===== src/rtl/dino_game_ctrl.sv =====
// Dino runner sequencer: game/jump FSMs, obstacle scroll and wrap, collision, score, speed ramp.
// Define DINO_AUTOJUMP_EN to add a demo autopilot that requests jumps just ahead of the obstacle.
module dino_game_ctrl #(
  parameter int TICK_DIV    = 500_000,
  parameter int GROUND_Y    = 450,
  parameter int JUMP_V0     = 12,
  parameter int GRAVITY     = 1,
  parameter int BLK_START_X = 750,
  parameter int BLK_END_X   = 50,
  parameter int BLK_STEP    = 2,
  parameter int HIT_XL      = 175,
  parameter int HIT_XR      = 325,
  parameter int HIT_Y       = 400,
  parameter int SPD_INIT    = 200_000,
  parameter int SPD_STEP    = 10_000,
  parameter int SPD_MIN     = 50_000,
  parameter int RAMP_EVERY  = 4
) (
  input  logic        clk,
  input  logic        rst,
  input  logic        btn_jump,
  input  logic        btn_start,
  output logic [9:0]  dino_y,
  output logic [9:0]  blk_x,
  output logic [21:0] spd,
  output logic        isover,
  output logic [15:0] score
);
  localparam int TW = (TICK_DIV > 1) ? $clog2(TICK_DIV) : 1;
  localparam int RW = $clog2(RAMP_EVERY + 1);

  localparam logic [TW-1:0] TICK_LAST = TW'(TICK_DIV - 1);
  localparam logic [9:0]    GY        = 10'(GROUND_Y);
  localparam logic [9:0]    BSX       = 10'(BLK_START_X);
  localparam logic [9:0]    BWRAP     = 10'(BLK_END_X + BLK_STEP);
  localparam logic [9:0]    BSTEP     = 10'(BLK_STEP);
  localparam logic [9:0]    HXL       = 10'(HIT_XL);
  localparam logic [9:0]    HXR       = 10'(HIT_XR);
  localparam logic [9:0]    HY        = 10'(HIT_Y);
  localparam logic [5:0]    V0        = 6'(JUMP_V0);
  localparam logic [5:0]    GRAV      = 6'(GRAVITY);
  localparam logic [21:0]   SPD0      = 22'(SPD_INIT);
  localparam logic [21:0]   SMIN      = 22'(SPD_MIN);
  localparam logic [22:0]   SSTEP     = 23'(SPD_STEP);
  localparam logic [RW-1:0] RAMP_N    = RW'(RAMP_EVERY);

  typedef enum logic [1:0] {IDLE, RUN, OVER} game_t;
  typedef enum logic [1:0] {GROUND, RISE, FALL} jump_t;

  game_t          game, game_n;
  jump_t          jump, jump_n;
  logic [5:0]     vel, vel_n;
  logic [RW-1:0]  ramp_cnt, ramp_n, ramp_inc;
  logic           jump_req, req_n;
  logic [TW-1:0]  tick_cnt;
  logic           tick;
  logic [2:0]     jsync, ssync;
  logic           jp, sp;
  logic           auto_jump;
  logic [9:0]     y_n, bx_n;
  logic [21:0]    spd_n;
  logic [15:0]    score_n;
  logic           over_n;
  logic [10:0]    fall_sum;
  logic [22:0]    spd_dec;
  logic           wrap, hit;

  // Bit 0/1 form the synchroniser; bit 2 is the previous synchronised level for edge detect.
  assign jp   = jsync[1] & ~jsync[2];
  assign sp   = ssync[1] & ~ssync[2];
  assign tick = (tick_cnt == TICK_LAST);

`ifdef DINO_AUTOJUMP_EN
  localparam logic [9:0] HXR_AHEAD = 10'(HIT_XR + 40);
  assign auto_jump = (game == RUN) && (jump == GROUND) && (blk_x <= HXR_AHEAD) && (blk_x > HXR);
`else
  assign auto_jump = 1'b0;
`endif

  always_ff @(posedge clk or negedge rst) begin
    if (!rst) begin
      game     <= IDLE;
      jump     <= GROUND;
      vel      <= '0;
      ramp_cnt <= '0;
      jump_req <= 1'b0;
      tick_cnt <= '0;
      jsync    <= '0;
      ssync    <= '0;
      dino_y   <= GY;
      blk_x    <= BSX;
      spd      <= SPD0;
      isover   <= 1'b0;
      score    <= '0;
    end else begin
      jsync    <= {jsync[1:0], btn_jump};
      ssync    <= {ssync[1:0], btn_start};
      tick_cnt <= tick ? '0 : tick_cnt + TW'(1);
      game     <= game_n;
      jump     <= jump_n;
      vel      <= vel_n;
      ramp_cnt <= ramp_n;
      jump_req <= req_n;
      dino_y   <= y_n;
      blk_x    <= bx_n;
      spd      <= spd_n;
      isover   <= over_n;
      score    <= score_n;
    end
  end

  always_comb begin
    game_n   = game;
    jump_n   = jump;
    vel_n    = vel;
    ramp_n   = ramp_cnt;
    req_n    = jump_req;
    y_n      = dino_y;
    bx_n     = blk_x;
    spd_n    = spd;
    over_n   = isover;
    score_n  = score;
    fall_sum = '0;
    spd_dec  = '0;
    ramp_inc = ramp_cnt + RW'(1);
    wrap     = 1'b0;
    hit      = 1'b0;
    case (game)
      IDLE, OVER: begin
        if (sp) begin
          game_n  = RUN;
          jump_n  = GROUND;
          vel_n   = '0;
          ramp_n  = '0;
          req_n   = 1'b0;
          y_n     = GY;
          bx_n    = BSX;
          spd_n   = SPD0;
          over_n  = 1'b0;
          score_n = '0;
        end
      end
      RUN: begin
        if (jp || auto_jump) req_n = 1'b1;
        if (tick) begin
          req_n = 1'b0;
          case (jump)
            GROUND: begin
              if (jump_req || jp || auto_jump) begin
                jump_n = RISE;
                vel_n  = V0;
              end
            end
            RISE: begin
              y_n   = dino_y - 10'(vel);
              vel_n = vel - GRAV;
              if (vel_n == '0) jump_n = FALL;
            end
            FALL: begin
              vel_n    = vel + GRAV;
              fall_sum = {1'b0, dino_y} + 11'(vel_n);
              if (fall_sum >= {1'b0, GY}) begin
                y_n    = GY;
                vel_n  = '0;
                jump_n = GROUND;
              end else begin
                y_n = fall_sum[9:0];
              end
            end
            default: jump_n = GROUND;
          endcase

          if (blk_x <= BWRAP) begin
            bx_n = BSX;
            wrap = 1'b1;
          end else begin
            bx_n = blk_x - BSTEP;
          end

          // Collision is judged on the freshly updated positions and takes priority over scoring.
          hit = (bx_n > HXL) && (bx_n < HXR) && (y_n > HY);
          if (hit) begin
            game_n = OVER;
            over_n = 1'b1;
          end else if (wrap) begin
            if (score != 16'hFFFF) score_n = score + 16'd1;
            if (ramp_inc == RAMP_N) begin
              ramp_n  = '0;
              spd_dec = {1'b0, spd} - SSTEP;
              if (spd_dec[22] || (spd_dec < {1'b0, SMIN})) spd_n = SMIN;
              else                                          spd_n = spd_dec[21:0];
            end else begin
              ramp_n = ramp_inc;
            end
          end
        end
      end
      default: game_n = IDLE;
    endcase
  end

endmodule


===== config.mk =====
export PLATFORM = sky130hd
export DESIGN_NAME = dino_game_ctrl
export DESIGN_NICKNAME = d
export VERILOG_FILES = /design/src/rtl/dino_game_ctrl.sv
export SDC_FILE = /design/constraint.sdc
export NUM_CORES = 1
export LEC_CHECK = 0
export CORE_MARGIN = 2
export CORE_UTILIZATION = 45
export DETAILED_ROUTE_END_ITERATION = 8
export PLACE_DENSITY = 0.67
export SYNTH_ARGS = -nofsm -noshare
export SYNTH_HDL_FRONTEND = slang
export SYNTH_SLANG_ARGS = --single-unit

===== constraint.sdc =====
create_clock -name clk -period 3.55 [get_ports clk]
set_input_delay 0.71 -clock clk [delete_from_list [all_inputs] [get_ports clk]]
set_output_delay 0.71 -clock clk [all_outputs]
set_load 0.005 [all_outputs]

==> summary.md <==
| Metric | Value |
|---|---|
| Worst Tran Pin Value | around 0.8 ns |
| Comb power frac | 0.514 |
| Slew margin rel. | 0.463 |
| Arrival time worst endpoint | around 3.9 ns |
| Post-route ant nets | 0 |
| Post-Synth Adder-Cell Area | 0.0517 |
| Avg Cell Area, Syn | 8.60 µm² |
| Setup CP Type | flip-flop to flip-flop |
| Most frequent cells in the layout | buf_4 (78), dfrtp_1 (75), clkdlybuf4s50_1 (57), a21oi_1 (54), nand2_1 (52) |
| Highest Clock Rate | 277 MHz |
| Seq/Total Area, Yosys | 0.348 |
| H-Tree Depth | 3 |
| Multi-input logic area | 4640 µm² |
| Later-pin clock latency in the skew report | 0.35 ns |
| Row cnt | 45 |
| Vias | 6822 |
| Drt wl/cell | about 18 µm |
| Slew Viols, Final | 0 |
| Die area | 16200 µm² |
| Cell count after synthesis | 793 |
| Register Area | ~2400 µm² |
| Antenna cells | 0 |
| Final WS setup | -0.0655 ns |
| Routed WL | 20200 µm |
| Cell area after synthesis | about 7000 µm² |
| Startpoint types | flip-flop |
| Switching power | 2.02 mW |
| PD cells | between 500 and 600 nW/µm² |
| I/O Buffers | 58 |
| Final hold violations | 0 |
| DP Wirelength | 13600 µm |
| Count of different cell masters after synthesis | 92 |
| Syn-to-layout area delta | 32.0% |
| Critical path capture point type | flip-flop |
| Initial antenna violation count | 0 |
| Gpl congestion | 0.927 |
| Max Cap Viol | 0 |
| Dominant synthesized flop cell | dfrtp_1 |
| Sw Ratio | 0.403 |
| M1 wire length | ~9000 µm |
| IO Pins | 63 |
| Largest net degree at the start of global routing | between 90 and 100 |
| Final nets | 940 |
| Status | finished with violations |
| Synth Area in XOR/XNOR | 0.0475 |
| Clk sinks | 94 |
| Gr ovfl total | 0 |
| Vias in the first global route | 6662 |
| DIE HEIGHT | 127 µm |
| Setup TNS | -0.929 ns |
| Type of the worst min-delay path | flip-flop to flip-flop |
| Final min period | ~3.6 ns |
| CTS tree | done |
| CTS root buf | clkbuf_16 |
| Final worst path period share | 1.02 |
| Placed instance count | 1062 |
| Total GRT Usage | 0.248 |
| Crit-path max FO | 6 |
| Number of synthesized flops with an enable pin | 0 |
| First-pass GRT wire length | 32900 µm |
| Largest family of logic cells by synthesized area | simple AND/OR/NAND/NOR gates |
| Layout cells sized above 1 | 0.231 |
| # setup viols final | 27 |
| Met3 Routed Length | 973 µm |
| Filler Cells Inserted | 1229 |
| Register share of total power | 0.286 |
| Clock skew | 0.00835 ns |
| Leak pwr | ~3.7 nW |
| TritonCTS Buffers | 9 |
| Non-filler instance count after layout | 1102 |
| Number of cells on the worst hold path | 0 |
| Worst Reg-to-Reg Cells | 14 |
| Met2 routed wirelength | 9900 µm |
| Iter 0 DRT Violations | 668 |
| Worst VDD drop | 0.369 mV |
| Highest routed layer | met4 |
| Flops & latches, synth | 94 |
| Portion of netlist area occupied by mux cells | 0.00458 |
| CP required | roughly 3.8 ns |
| Clock buffer depth | 2 |
| Drt pass-1 iters | 5 |
| Synth warn | 0 |
| CORE AREA | 15000 µm² |
| Clock Pin Slew Worst Setup and Hold Paths | 0.07 ns |
| Die width | between 100 and 150 µm |
| Initial Util | 0.454 |
| DRC | 0 |
| Internal power | about 3 mW |
| Routed vias/inst | 6.19 |
| Synth Area in Simple Gates | 0.247 |
| Compound-gate portion of the synthesized area | 0.246 |
| Violated checks | setup timing |
| Synth async-reset ratio | 1.00 |
| Clock power share | 0.201 |
| RSZ-0062 raised after global routing | true |
| Most common cell after layout, fill and taps aside | buf_4 |
final cells by class:
class	count	area share
Clock inverter	5	0.00653
Tap cell	188	0.0261
Sequential cell	94	0.264
Inverter	37	0.0154
Clock buffer	11	0.0270
Multi-Input combinational cell	619	0.515
Timing Repair Buffer	148	0.146
synth_stat cells, types with 8 or more instances:
cell      number  area, µm²
nor3_1        31        155
a31oi_1       22        138
a21o_1        18        135
dfrtp_1       77       1930
nor2_1        52        195
a21oi_1       59        295
nand2_1       53        199
nand2b_1      13       81.3
nor4_1        15       93.8
dfstp_2       17        447
ha_1          25        313
inv_1         35        131
xnor2_1       23        201
and3_1        22        138
nand3_1       42        210
and2_1         8       50.1
or3_1         10       62.6
o21ai_0       36        180
xor2_1        14        123
buf_2          8       40.0
clkbuf_1      27        101
what timing repair did:
item	in CTS	in global routing
hold buffers	0	0
resized for setup	41	53
hold endpoints to repair	0	0
buffers inserted	12	9
pin swaps	24	30
endpoints found under the setup margin	43	41
gates cloned	2	1
worst max-delay path, stage by stage, from the launching register on:
cell and delay (ns):
dfrtp_2 0.44, ha_4 0.19, nand3_4 0.11, xnor2_4 0.24, ha_4 0.27, a21oi_4 0.24, nor3b_4 0.29, a211oi_4 0.12
o211a_1 0.28, a221oi_4 0.32, nand4_4 0.21, a31oi_4 0.27, a21oi_4 0.10, buf_6 0.17, o221a_4 0.25
metrics by stage:
stage | cell area (µm²) | hold slack, ns | utilization | power (mW) | setup WS, ns
finish | 9000 | 0.353 | 0.599 | 5.00 | -0.0655
global route | 9000 | 0.356 | 0.599 | 5.29 | -0.193
CTS | 8640 | 0.354 | 0.575 | 4.84 | -0.00267
detailed placement | 8020 | 0.339 | 0.534 | 3.66 | -0.368
global placement | 8020 | 0.337 | 0.534 | 3.60 | -0.333
floorplan | 6930 | 0.331 | - | 2.85 | -0.00808
cells by family (layout without fill, tap and decap cells):
group / count (synthesis) / after routing
and+or+nand+nor: 308 / 309
AOI/OAI and AO/OA: 239 / 239
DFF: 94 / 94
buffers and inverters: 84 / 201
xor gates and xnor gates: 37 / 37
adders and majority gates: 27 / 27
muxes: 3 / 3
other: 1 / 4
power by group through the flow:
stage | sequential (mW) | clock [mW] | combinational [mW]
CTS | 1.41 | 1.03 | 2.40
floorplan | 1.36 | 0 | 1.50
global route | 1.45 | 1.07 | 2.77
finish | 1.43 | 1.00 | 2.57
global placement | 1.42 | 0 | 2.18
detailed placement | 1.43 | 0 | 2.22
flip-flops by register name (all words and copies together) (netlist names):
signal	flops
blk_x	10
dino_y	10
game	2
isover	1
jsync	3
jump	2
jump_req	1
ramp_cnt	3
score	16
spd	18
ssync	3
tick_cnt	19
vel	6
path summary, 6_finish.rpt:
kind | startpoint | to | slack, ns
worst max register to register | vel[0] | spd[14] | -0.07
worst min register to register | jsync[0] | jsync[1] | 0.35
min in group asynchronous | rst | vel[3] | 0.41
worst min-delay path | jsync[0] | jsync[1] | 0.35
max in group asynchronous | rst | spd[10] | 2.74
worst max-delay path | vel[0] | spd[14] | -0.07
routing by layer:
| metal | up-vias | global-route usage |
|---|---|---|
| met3 | 42 | 0.0289 |
| li1 | 3191 | - |
| met1 | 3347 | 0.337 |
| met2 | 242 | 0.411 |
| met5 | - | 0 |
| met4 | 0 | 0.0873 |
No activity file was read; power rests on OpenSTA's default activity.
